`src/rtl/keypad_entry_ctrl_if.sv`:
```
// Keypad entry controller bus: encoder inputs, control keys and timer handshake.
// The master modport drives keys/encoder data; the slave modport is the controller.
interface keypad_entry_ctrl_if;
    logic [3:0]  enc_bcd;
    logic        enc_valid;
    logic        start_key;
    logic        clear_key;
    logic        run_done;
    logic        enc_en;
    logic [15:0] digits;
    logic [2:0]  digit_cnt;
    logic        load;
    logic        abort;
    logic        busy;

    modport master (
        output enc_bcd,
        output enc_valid,
        output start_key,
        output clear_key,
        output run_done,
        input  enc_en,
        input  digits,
        input  digit_cnt,
        input  load,
        input  abort,
        input  busy
    );

    modport slave (
        input  enc_bcd,
        input  enc_valid,
        input  start_key,
        input  clear_key,
        input  run_done,
        output enc_en,
        output digits,
        output digit_cnt,
        output load,
        output abort,
        output busy
    );
endinterface

```
`src/rtl/keypad_entry_ctrl.sv`:
```
// Keypad entry controller: collects up to four BCD digits, starts/aborts a countdown timer.
// Optional press debounce is enabled by defining KEYPAD_DEBOUNCE_EN.
module keypad_entry_ctrl #(
    parameter int unsigned DEBOUNCE_CYCLES = 4
) (
    input logic                clk,
    input logic                rst,
    keypad_entry_ctrl_if.slave kp
);

    typedef enum logic [1:0] {StIdle, StPress, StRelease, StRun} state_e;

    state_e      state_q, state_d;
    logic [15:0] digits_q, digits_d;
    logic [2:0]  cnt_q, cnt_d;
    logic [3:0]  pending_q, pending_d;
    logic        enc_en_q;
    logic        load;
    logic        abort;
    logic        commit;

    if (DEBOUNCE_CYCLES == 0) begin : g_param_check
        $error("DEBOUNCE_CYCLES must be at least 1");
    end

`ifdef KEYPAD_DEBOUNCE_EN
    localparam int unsigned DbW = $clog2(DEBOUNCE_CYCLES + 1);
    logic [DbW-1:0] db_q, db_d;
`endif

    always_comb begin
        state_d   = state_q;
        digits_d  = digits_q;
        cnt_d     = cnt_q;
        pending_d = pending_q;
        load      = 1'b0;
        abort     = 1'b0;
        commit    = 1'b0;
`ifdef KEYPAD_DEBOUNCE_EN
        db_d      = db_q;
`endif

        if (kp.clear_key) begin
            digits_d = '0;
            cnt_d    = '0;
            state_d  = StIdle;
            abort    = (state_q == StRun);
`ifdef KEYPAD_DEBOUNCE_EN
            db_d     = '0;
`endif
        end else begin
            unique case (state_q)
                StIdle: begin
                    if (kp.start_key && cnt_q != 3'd0) begin
                        load    = 1'b1;
                        state_d = StRun;
                    end else if (kp.enc_valid && kp.enc_bcd <= 4'd9) begin
                        pending_d = kp.enc_bcd;
                        state_d   = StPress;
`ifdef KEYPAD_DEBOUNCE_EN
                        db_d      = '0;
`endif
                    end
                end
                StPress: begin
`ifdef KEYPAD_DEBOUNCE_EN
                    if (kp.enc_valid && kp.enc_bcd == pending_q) begin
                        if (int'(db_q) + 1 >= int'(DEBOUNCE_CYCLES)) begin
                            commit  = 1'b1;
                            state_d = StRelease;
                            db_d    = '0;
                        end else begin
                            db_d = db_q + 1'b1;
                        end
                    end else begin
                        // Bounce or key change before the count completes: abandon the press.
                        state_d = StIdle;
                        db_d    = '0;
                    end
`else
                    commit  = 1'b1;
                    state_d = StRelease;
`endif
                end
                StRelease: begin
                    if (!kp.enc_valid) begin
                        state_d = StIdle;
                    end
                end
                StRun: begin
                    if (kp.run_done) begin
                        digits_d = '0;
                        cnt_d    = '0;
                        state_d  = StIdle;
                    end
                end
            endcase
        end

        // A fifth digit is swallowed so the displayed time never shifts out a digit.
        if (commit && cnt_q < 3'd4) begin
            digits_d = {digits_q[11:0], pending_q};
            cnt_d    = cnt_q + 3'd1;
        end
    end

    always_ff @(posedge clk or posedge rst) begin
        if (rst) begin
            state_q   <= StIdle;
            digits_q  <= '0;
            cnt_q     <= '0;
            pending_q <= '0;
            enc_en_q  <= 1'b0;
        end else begin
            state_q   <= state_d;
            digits_q  <= digits_d;
            cnt_q     <= cnt_d;
            pending_q <= pending_d;
            enc_en_q  <= (state_d != StRun);
        end
    end

`ifdef KEYPAD_DEBOUNCE_EN
    always_ff @(posedge clk or posedge rst) begin
        if (rst) begin
            db_q <= '0;
        end else begin
            db_q <= db_d;
        end
    end
`endif

    assign kp.enc_en    = enc_en_q;
    assign kp.digits    = digits_q;
    assign kp.digit_cnt = cnt_q;
    assign kp.load      = load;
    assign kp.abort     = abort;
    assign kp.busy      = (state_q == StRun);

endmodule

```
`src/flat_wrapper.sv`:
```
// flat-port wrapper written by rule: the top's interface ports become plain ports
module keypad_entry_ctrl_flat 
#(
    parameter int unsigned DEBOUNCE_CYCLES = 4
)
  (clk, rst, kp_enc_bcd, kp_enc_valid, kp_start_key, kp_clear_key, kp_run_done, kp_enc_en, kp_digits, kp_digit_cnt, kp_load, kp_abort, kp_busy);
  keypad_entry_ctrl_if kp_i ();
  input logic clk;
  input logic rst;
  input wire logic [$bits(kp_i.enc_bcd)-1:0] kp_enc_bcd;
  input wire logic [$bits(kp_i.enc_valid)-1:0] kp_enc_valid;
  input wire logic [$bits(kp_i.start_key)-1:0] kp_start_key;
  input wire logic [$bits(kp_i.clear_key)-1:0] kp_clear_key;
  input wire logic [$bits(kp_i.run_done)-1:0] kp_run_done;
  output wire logic [$bits(kp_i.enc_en)-1:0] kp_enc_en;
  output wire logic [$bits(kp_i.digits)-1:0] kp_digits;
  output wire logic [$bits(kp_i.digit_cnt)-1:0] kp_digit_cnt;
  output wire logic [$bits(kp_i.load)-1:0] kp_load;
  output wire logic [$bits(kp_i.abort)-1:0] kp_abort;
  output wire logic [$bits(kp_i.busy)-1:0] kp_busy;
  assign kp_i.enc_bcd = kp_enc_bcd;
  assign kp_i.enc_valid = kp_enc_valid;
  assign kp_i.start_key = kp_start_key;
  assign kp_i.clear_key = kp_clear_key;
  assign kp_i.run_done = kp_run_done;
  assign kp_enc_en = kp_i.enc_en;
  assign kp_digits = kp_i.digits;
  assign kp_digit_cnt = kp_i.digit_cnt;
  assign kp_load = kp_i.load;
  assign kp_abort = kp_i.abort;
  assign kp_busy = kp_i.busy;
  keypad_entry_ctrl #(.DEBOUNCE_CYCLES(DEBOUNCE_CYCLES)) u_core (.clk(clk), .rst(rst), .kp(kp_i));
endmodule
```
`config.mk`:
```
export PLATFORM = sky130hd
export DESIGN_NAME = keypad_entry_ctrl_flat
export DESIGN_NICKNAME = d
export VERILOG_FILES = /design/src/rtl/keypad_entry_ctrl_if.sv /design/src/rtl/keypad_entry_ctrl.sv /design/src/flat_wrapper.sv
export SDC_FILE = /design/constraint.sdc
export NUM_CORES = 1
export LEC_CHECK = 0
export CAP_MARGIN = 25
export CORE_MARGIN = 2
export CORE_UTILIZATION = 47
export CTS_CLUSTER_DIAMETER = 30
export DETAILED_ROUTE_END_ITERATION = 16
export PLACE_DENSITY = 0.88
export SYNTH_ARGS = -nofsm -noshare
export SYNTH_HDL_FRONTEND = slang
export SYNTH_SLANG_ARGS = --single-unit
```
`constraint.sdc`:
```
create_clock -name clk -period 1.85 [get_ports clk]
set_input_delay 0.37 -clock clk [delete_from_list [all_inputs] [get_ports clk]]
set_output_delay 0.37 -clock clk [all_outputs]
set_load 0.01 [all_outputs]
```
After elaboration in Yosys (flattened, before gate mapping) --
Cells that the tools add are included.
Cells by class: add/subtract/negate cells 1, equality and inequality tests 4, magnitude comparators 2, bitwise gates (word level) 2, multiplexer cells 20, reduce and logical (&&, ||, !) cells 9
Operator list (count):
- $mux W16 | 4
- $mux W3 | 4
- $mux W2 | 5
- $reduce_bool A3 Y1 | 3
- $pmux W2 S4 | 1
- $mux W1 | 6
- $eq A2 B2 Y1 const B | 2
- $le A4 B4 Y1 const B | 1
- $reduce_and A4 Y1 | 1
- $add A3 B1 Y3 const B | 1
- $logic_and A1 B1 Y1 | 3
- $lt A3 B3 Y1 const B | 1
- $eq A2 B1 Y1 const B | 1
- $logic_not A2 Y1 | 1
- $ne A2 B2 Y1 const B | 1
- $not A1 Y1 | 2
- $reduce_and A2 Y1 | 1
Storage, ports and cells: output and inout bits 23, flip-flop bits (word level) 26, logic and storage cells 43

Depth between registers and ports, before layout --
Gate-level depths: netlist of the first run.
word-level depth 7, mapped depth 5

Least setup slack after synthesis of the first run --
Ideal clock, no wire load.
path kind reg-to-reg, start point register u_core.cnt_q[0], in the netlist u_core.kp.digit_cnt[0], end point register u_core.pending_q[0], stages on the path, launching flop included 6, arrival time 1.412 ns, setup time 0.125 ns, clock period less this slack 1.536 ns, path buffers 0, slack 0.314 ns, cell sequence dfrtp_1 -> inv_1 -> ha_1 -> nor2b_1 -> o2111ai_2 -> mux2_2
Between the ends: longest elaborated chain between the ends 4
Ends and longest elaborated chain:
- start, declared | RTL line keypad_entry_ctrl.sv:15 | logic [2:0] cnt_q, cnt_d;
- start signal, assigned | RTL line keypad_entry_ctrl.sv:117 | cnt_q <= cnt_d;
- $reduce_bool A3 Y1 | RTL line keypad_entry_ctrl.sv:54 | if (kp.start_key && cnt_q != 3'd0) begin
- $logic_and A1 B1 Y1 | RTL line keypad_entry_ctrl.sv:54
- $not A1 Y1 (no line)
- $reduce_and A4 Y1 (no line)
- end signal, assigned | RTL line keypad_entry_ctrl.sv:118 | pending_q <= pending_d;
- end, declared | RTL line keypad_entry_ctrl.sv:16 | logic [3:0] pending_q, pending_d;
No other way between the ends. A chain may end at the register's enable or synchronous reset.

Worst setup path in the final report of the first run --
start point register u_core.cnt_q[2], in the netlist u_core.kp.digit_cnt[2], end point output port kp_digit_cnt[2]
RTL lines:
- end, declared | RTL line flat_wrapper.sv:17 | output wire logic [$bits(kp_i.digit_cnt)-1:0] kp_digit_cnt;
No word-level cell between the ends.

==> summary.txt, run 1 <==
Ys Warns: 0
Pin count of the biggest net entering global routing: 27
Post-synth ARST share: 100%
Starting DRT DRC Count: 22
Clk root buf: clkbuf_4
CP Capture Type: output port
Most common cell after layout, fill and taps aside: clkdlybuf4s50_1
Design area: 1660 um2
Synthesized-area fraction occupied by adder cells: 2.04%
CP Launch Type: register
DP Area: 1620 um2
Hold WS: 0.420 ns
PortBufs: 32
Post-synthesis sequential area ratio: 53.0%
Starting Density: 49.5%
Final hold violation count: 0
DR WL/cell: 14.2 um
Area contributors post-synth: dfrtp_1, o31ai_1, inv_1, nand2_1, mux2_2
Max Slew Vio Count: 0
I/O pins: 33
Syn_area_per_cell: 10.6 um2
CTS tree: done
Critical Path AT: 1.35 ns
Cell Count, Final, Fillers Out: 188
Overflow after GRT: 0
Detailed-route wire length: 2670 um
Nets: 172
Leak: 0.726 nW
Initial antenna violation count: 0
Setup WS pre-CTS: -0.216 ns
Area leader, netlist: dfrtp_1
Crit share post-route: 93.1%
Ant. Diodes: 0
Worst IR drop on VDD: 0.000694 V
Clk Latency, worst-skew pair: 0.30 ns
Critical Path RT: 1.48 ns
Post-DR vias/cell: 5.30
Post-DRT Antenna Nets: 0
Mux contribution to synthesized area: 3.67%
DRC errors left: 0
Worst Max-Slew Pin Slew: 0.377 ns
Most frequent cells in the layout: clkdlybuf4s50_1, dfrtp_1, inv_1, nand2_1, o31ai_1
Predominant post-synthesis flop cell: dfrtp_1
Area Overhead vs Synth: 35.6%
Layout Skew: 0.00214 ns
TritonCTS Buffers: 3
Floorplan core area: 2480 um2
Fillers: 211
GRT Total Usage: 20.6%
Setup Viol. Count Final: 0
DIE HEIGHT: 55.1 um
Worst min path class: in2async
Synth Area in XOR/XNOR: 0%
Detailed Routing Iterations Pass 1: 4
Detailed placement HPWL: 1970 um
Final worst slack: 0.128 ns
GPL Wtd Cong: 0.834
Share of cells above drive strength 1: 17.7%
Die footprint: 3040 um2
Count of different cell masters after synthesis: 25
Worst Path Max Fanout: 5
First-pass GRT wire length: 4410 um
Synth top area share: 53.0%
Final critical-path required period: 1.72 ns
CTS Hold Buffers Added: 0
Power Dens Cells: 903 nW/um2
Mapped Cells: 116
Clock sink count: 26
# rows: 18
Synth Area in Compound Gates: 17.7%
MaxCap Viol Count: 0
Die width: 55.1 um
Max Fclk: 0.581 GHz
Post-synth EDFFs: 0
Setup TNS: 0 ns
Vias: 997
Cell area after synthesis: 1230 um2
Rel. slew slack: 74.6%
Synthesized net count: 128
Status: completed
H-tree lvl count: 1
Simple logic cell fraction of the synthesized area: 13.8%
Flops & latches, synth: 26
Placed Cells: 182
Unrepaired setup endpoints after global routing: no
Max Root-Sink Buffers: 2
Pwr Total: 1.50 mW
Number of global-route vias before repair: 1000
Final core utilization: 67.2%
Clock transition at path regs: 0.13 ns
Critical path type: reg2out
Combinational family with the most area after synthesis: compound AO/OA/AOI/OAI gates
==> cells in the mapped netlist, types with 2 or more instances <==
library cell	n
dfrtp_1	26
mux2_2	4
nand2_1	20
o31ai_1	19
or2_2	2
clkbuf_1	2
inv_1	21
buf_6	3
and3_1	2
ha_1	2
==> worst max-delay path, stage by stage (launching register included) <==
cell and delay, ns:
dfrtp_1 0.37, buf_4 0.15, clkdlybuf4s50_1 0.53
==> worst paths after layout <==
| path | cells after the start | from | end | slack, ns |
|---|---|---|---|---|
| worst max register to register | 5 | u_core.kp.digit_cnt[0] | u_core.pending_q[2] | 0.33 |
| max in group asynchronous | 3 | rst | u_core.kp.digits[2] | 1.19 |
| min in group clk | 2 | u_core.pending_q[2] | u_core.kp.digits[2] | 0.50 |
| worst min register to register | 2 | u_core.pending_q[2] | u_core.kp.digits[2] | 0.50 |
| worst max-delay path | 2 | u_core.kp.digit_cnt[2] | kp_digit_cnt[2] | 0.13 |
| worst min-delay path | 3 | rst | u_core.pending_q[1] | 0.42 |
==> cells by family after synthesis <==
kind of cell,count (synthesis)
AO/OA/AOI/OAI,27
adder cells (fa/ha/maj),2
buffers and inverters,26
flip-flops,26
multiplexers,4
AND/OR/NAND/NOR,31
==> timing repair <==
action	CTS	global route
endpoints found under the setup margin	3	1
buffers inserted	3	0
resized for setup	3	4
==> per-layer routing <==
layer | up-vias | global-route usage [%] | routed length, um
met5 | - | 0 | 0
met4 | 0 | 6.50 | 19
met3 | 2 | 5.38 | 155
met2 | 29 | 36.3 | 1390
met1 | 488 | 24.4 | 1100
li1 | 478 | - | -
==> where the power goes <==
part           total (mW)  switching (mW)  internal (mW)  leakage, nW
combinational       0.556           0.266          0.291        0.365
clock               0.225           0.149         0.0759       0.0138
sequential          0.721          0.0603          0.661        0.347
total                1.50           0.475           1.03        0.726
==> cell type report <==
cell class                      instances  area, um2  area share (%)
Sequential cell                        26        651            39.1
Multi-Input combinational cell         64        459            27.6
Timing Repair Buffer                   44        415            25.0
Inverter                               21       78.8            4.74
Tap cell                               30       37.5            2.26
Clock buffer                            3       22.5            1.35
==> state kept, by name, summed over array words and instances, names as in the netlist <==
name,cells
u_core.kp.digit_cnt,3
u_core.kp.digits,16
u_core.state_q,2
u_core.kp.enc_en,1
u_core.pending_q,4
(Power assumes the default switching activity.)
==> inputs of run 2 (changes only) <==
--- a/config.mk
+++ b/config.mk
@@ -6,8 +6,10 @@
 export NUM_CORES = 1
 export LEC_CHECK = 0
 export CAP_MARGIN = 25
+export CELL_PAD_IN_SITES_DETAIL_PLACEMENT = 1
+export CELL_PAD_IN_SITES_GLOBAL_PLACEMENT = 1
 export CORE_MARGIN = 2
-export CORE_UTILIZATION = 47
+export CORE_UTILIZATION = 36
 export CTS_CLUSTER_DIAMETER = 30
 export DETAILED_ROUTE_END_ITERATION = 16
 export PLACE_DENSITY = 0.88
==> run 2 against run 1 <==
Net effect: utilization is 15 points lower; maximum frequency fell by 4.0%; cell count up 10%; clock-buffer cell count unchanged; hold slack lost 0.033 ns; largest power group unchanged.
==> summary.txt, run 2 (same netlist as run 1, synthesis figures left out) <==
First-pass GRT wire length: 5740 um (+30%)
Crit share post-route: 96.9% (+3.9 points)
Final critical-path required period: 1.79 ns (+0.0715 ns)
H-tree lvl count: 1 (unchanged)
Die width: 62.4 um (+13%)
Area Overhead vs Synth: 41.7%
Floorplan core area: 3310 um2 (+34%)
Max incr delay on CP: 0.41 ns (-0.12 ns)
Initial antenna violation count: 0 (unchanged)
Leak: 0.754 nW (+3.8%)
Post-DR vias/cell: 5.04 (-5.0%)
Setup WS pre-CTS: -0.288 ns (-0.0717 ns)
CP max-delay cell: dfrtp_1
Max Root-Sink Buffers: 2 (unchanged)
Nets: 174 (+1.2%)
# rows: 21 (+3)
Worst Max-Slew Pin Slew: 0.363 ns (-0.0140 ns)
Power Dens Cells: 1000 nW/um2 (+11%)
DR WL/cell: 16.2 um (+14%)
Critical Path RT: 1.48 ns (about the same)
Vias: 1043 (+4.6%)
Most common cell after layout, fill and taps aside: clkdlybuf4s50_1
Worst-path cell chain: buf_4 > buf_6 > and3_1 > dlygate4sd2_1
Overflow after GRT: 0 (unchanged)
CP Launch Type: register
Fillers: 383 (+82%)
Cell Count, Final, Fillers Out: 207 (+10%)
CTS tree: done
TritonCTS Buffers: 3 (unchanged)
Ant. Diodes: 0 (unchanged)
GRT Total Usage: 19.2% (-1.4 points)
Status: completed
PortBufs: 32 (unchanged)
Clk Latency, worst-skew pair: 0.32 ns (+0.02 ns)
Layout Skew: 0.00202 ns (-0.000119 ns)
I/O pins: 33 (unchanged)
Placed Cells: 200 (+9.9%)
Clk root buf: clkbuf_4
Post-DRT Antenna Nets: 0 (unchanged)
Starting Density: 37.1% (-12 points)
Critical path type: reg2out
CP Capture Type: output port
Worst IR drop on VDD: 0.000444 V (-36%)
Most frequent cells in the layout: clkdlybuf4s50_1, dfrtp_1, inv_1, nand2_1, o31ai_1
MaxCap Viol Count: 0 (unchanged)
Worst min path class: in2async
Clock sink count: 26 (unchanged)
Max Fclk: 0.558 GHz (-4.0%)
Worst Path Max Fanout: 9 (+4)
Critical Path AT: 1.42 ns (+0.07 ns)
CP startpoint: u_core.state_q[1]
Unrepaired setup endpoints after global routing: no
Pin count of the biggest net entering global routing: 27 (unchanged)
DIE HEIGHT: 62.4 um (+13%)
Setup TNS: 0 ns (unchanged)
Final hold violation count: 0 (unchanged)
DRC errors left: 0 (unchanged)
GPL Wtd Cong: 0.821 (-1.6%)
Detailed placement HPWL: 2440 um (+24%)
Max Slew Vio Count: 0 (unchanged)
Detailed Routing Iterations Pass 1: 4 (unchanged)
Rel. slew slack: 75.5% (+0.94 points)
Starting DRT DRC Count: 36 (+64%)
RR Startpoint: u_core.kp.digit_cnt[1]
Number of global-route vias before repair: 1138 (+14%)
Largest register FFs: 16 (unchanged)
Final worst slack: 0.0568 ns (-0.0715 ns)
Setup Viol. Count Final: 0 (unchanged)
Share of cells above drive strength 1: 21.1% (+3.4 points)
Hold WS: 0.387 ns (-0.0332 ns)
Clock transition at path regs: 0.14 ns (about the same)
Detailed-route wire length: 3360 um (+26%)
Die footprint: 3890 um2 (+28%)
-- run 2: through the flow --
step	utilization [%]	power [mW]	instance area, um2
2_1_floorplan	-	1.06	1230
3_3_place_gp	49.7	1.25	1650
3_5_place_dp	49.7	1.28	1650
4_1_cts	51.8	1.71	1720
5_1_grt	52.5	1.84	1740
6_report	52.5	1.74	1740
-- run 2: worst max-delay path, delay by kind of cell, from the launching register on --
| kind | cells | cell delay [ns] |
|---|---|---|
| flops | 1 | 0.41 |
| buf+inv | 3 | 0.55 |
| simple gates | 1 | 0.14 |
-- run 2: final timing paths --
path                       cells after the start  slack [ns]                    to
setup / recovery                               4        0.06              kp_abort
hold / removal                                 3        0.39      u_core.kp.enc_en
setup reg to reg                               5        0.26   u_core.pending_q[0]
hold reg to reg                                2        0.51   u_core.kp.digits[1]
max in group asynchronous                      3        1.21  u_core.kp.digits[15]
min in group clk                               2        0.51   u_core.kp.digits[1]
-- run 2: final cells by class --
cell class	instances	area, um2	share of cell area [%]
sequential	26	651	37.4
multi-input combinational	64	479	27.6
timing repair buffer	46	420	24.2
inverter	21	78.8	4.53
tap	46	57.6	3.31
clock inverter	1	30.0	1.73
clock buffer	3	22.5	1.29
-- run 2: repair_timing --
action                                  CTS  global route
cloned                                    0             0
setup buffers                             2             1
hold buffers                              0             0
endpoints found under the setup margin    3             1
resized for setup                         7             6
-- run 2: layer usage --
metal / share of wire (%) / track usage [%]
met5: 0 / 0
met4: 2.9 / 8.33
met3: 3.1 / 4.32
met2: 55 / 34.6
met1: 39 / 21.8
-- run 2: report_power, final --
part | internal (mW) | switching [mW]
sequential | 0.661 | 0.0654
combinational | 0.316 | 0.303
clock | 0.219 | 0.174
total | 1.20 | 0.543
==> inputs of run 3 (changes only) <==
--- a/config.mk
+++ b/config.mk
@@ -5,6 +5,7 @@
 export SDC_FILE = /design/constraint.sdc
 export NUM_CORES = 1
 export LEC_CHECK = 0
+export ABC_CLOCK_PERIOD_IN_PS = 1850
 export CAP_MARGIN = 25
 export CELL_PAD_IN_SITES_DETAIL_PLACEMENT = 1
 export CELL_PAD_IN_SITES_GLOBAL_PLACEMENT = 1
==> results of run 3 <==
Final layout, timing and power as in run 2 (identical DEF).
==> RTL edit: new RTL, flow settings as in run 3 <==
The option `KEYPAD_DEBOUNCE_EN` is turned on by a define.
--- a/src/rtl/keypad_entry_ctrl.sv
+++ b/src/rtl/keypad_entry_ctrl.sv
@@ -1,4 +1,6 @@
 // Keypad entry controller: collects up to four BCD digits, starts/aborts a countdown timer.
 // Optional press debounce is enabled by defining KEYPAD_DEBOUNCE_EN.
+`define KEYPAD_DEBOUNCE_EN
+
 module keypad_entry_ctrl #(
     parameter int unsigned DEBOUNCE_CYCLES = 4
Check against the original RTL: not equivalent (Yosys sat finds a counterexample within 4 cycles, from zero or initial values and one cycle with rst high).
==> RTL edit against run 3 <==
Cell count up 19%. Utilization down 0.39 points. Area after synthesis up 22%. Setup slack better by 0.017 ns. Routed wire length up 16%. Largest cell class unchanged. Cell area up 20%. Sequential cell count up 3.
Power is not compared: it rests on default switching activity, and its combinational part moved more than twofold at a synthesized area within 25%.
==> RTL edit: results <==
[outcome]
status = "finished, final reports clean"

[layout]
largest_reg_flops = 16
num-nets-final = 209
antenna_cells = 0
drive_gt1_share_pct = 18.4
nFillCells = 453

[pwr]
switching_share_pct = 25.5
vdd_drop_max_mv = 0.370

[min_path]
hp-class = "in -> async"

[logic_synthesis]
ys_top_cells_by_area = "dfrtp_1 (48%), mux2i_1 (12%), inv_1 (6.3%)"
synthTopCellsByCount = "dfrtp_1 (29), inv_1 (25), nand2_1 (20)"
ys_seq_area_share_pct = 48.4
yosysWarnings = 0
synth_cell_types = 38
async_flop_share_pct = 100
syn-num-nets = 158
yosys_most_used_dff = "dfrtp_1"

[critical_path]
ff2ff_path_depth = 7
endpoint = "kp_load"
worstReg2RegStart = "u_core.kp.digit_cnt[0]"
worstReg2RegEnd = "u_core.pending_q[0]"
crit_path_start_kind = "flop"
critPathArrivalTime_ns = 1.41
r2r_slack_ns = 0.12
crit_fanout = 2

[global_route]
grt_pass1_wl_um = 6300
met2_usage_pct = 31.5
grt_pass1_vias = 1338
overflow = 0
gr-usage-met1_pct = 22.1
grt_max_degree = 30
met3_usage_pct = 6.01
antenna_found_initial = 0
grtUsageTotal_pct = 18.7

[detailed_routing]
viasPerCell = 5.04
wl_met3_um = 201
drt_iter0_drc = 41
drtPass1Iterations = 4
met1_length_um = 1610
wirelength_um = 3900
met2_length_um = 2020
top_layer = "met4"

[clock_tree]
cts_setup_buffers = 0
clk_pin_slew_ns = 0.06
cts_root_buf = "clkbuf_8"
cts-buffers-inserted = 5
h-tree-depth = 2
clk_latency_ns = 0.28

[placement]
gp_congestion = 0.822
dp_hpwl_um = 2820
port_buffers = 32
dpl_cell_area_um2 = 1980

[timing]
slew_headroom_pct = 74.6
finalClockSkew_ns = 0.00331
==> RTL edit: critical path: stages, from the launching register on <==
cell and delay, ns:
dfrtp_1 0.34, inv_1 0.05, ha_1 0.20, nor2b_2 0.17, nor4b_2 0.20, buf_2 0.17
==> RTL edit: layout make-up <==
class / instances / area [um2] / share of cell area [%]
clock buffers: 7 / 86.3 / 4.14
inverters: 25 / 93.8 / 4.50
multi-input cells: 85 / 649 / 31.1
flip-flops and latches: 29 / 726 / 34.8
well taps: 50 / 62.6 / 3.00
repair buffers: 50 / 468 / 22.4
==> RTL edit: power groups by stage <==
| stage | logic (mW) | registers (mW) | clock network, mW |
|---|---|---|---|
| 4_1_cts | 0.244 | 0.699 | 0.530 |
| 5_1_grt | 0.272 | 0.705 | 0.566 |
| 2_1_floorplan | 0.138 | 0.701 | 0 |
| 6_report | 0.248 | 0.700 | 0.515 |
| 3_5_place_dp | 0.239 | 0.710 | 0 |
| 3_3_place_gp | 0.225 | 0.705 | 0 |
==> RTL edit: cells by family after synthesis <==
logic type               count (synthesis)  synth area share (%)
XOR/XNOR                                 4                  2.34
AO/OA/AOI/OAI                           17                  7.84
multiplexers                            22                  15.0
adder cells (fa/ha/maj)                  3                  2.50
flip-flops                              29                  48.4
AND/OR/NAND/NOR                         39                  14.5
buffers and inverters                   31                  9.42
==> RTL edit: per-stage QoR <==
step | setup TNS [ns] | hold WS [ns] | instances | utilization [%] | setup slack [ns]
floorplan | 0 | 0.448 | 145 | - | 0.134
global placement | -3.38 | 0.482 | 239 | 49.6 | -0.273
detailed placement | -4.88 | 0.510 | 239 | 49.6 | -0.330
CTS | 0 | 0.489 | 246 | 51.5 | 0.00157
global route | -0.0428 | 0.522 | 246 | 52.1 | -0.0401
finish | 0 | 0.472 | 246 | 52.1 | 0.0739
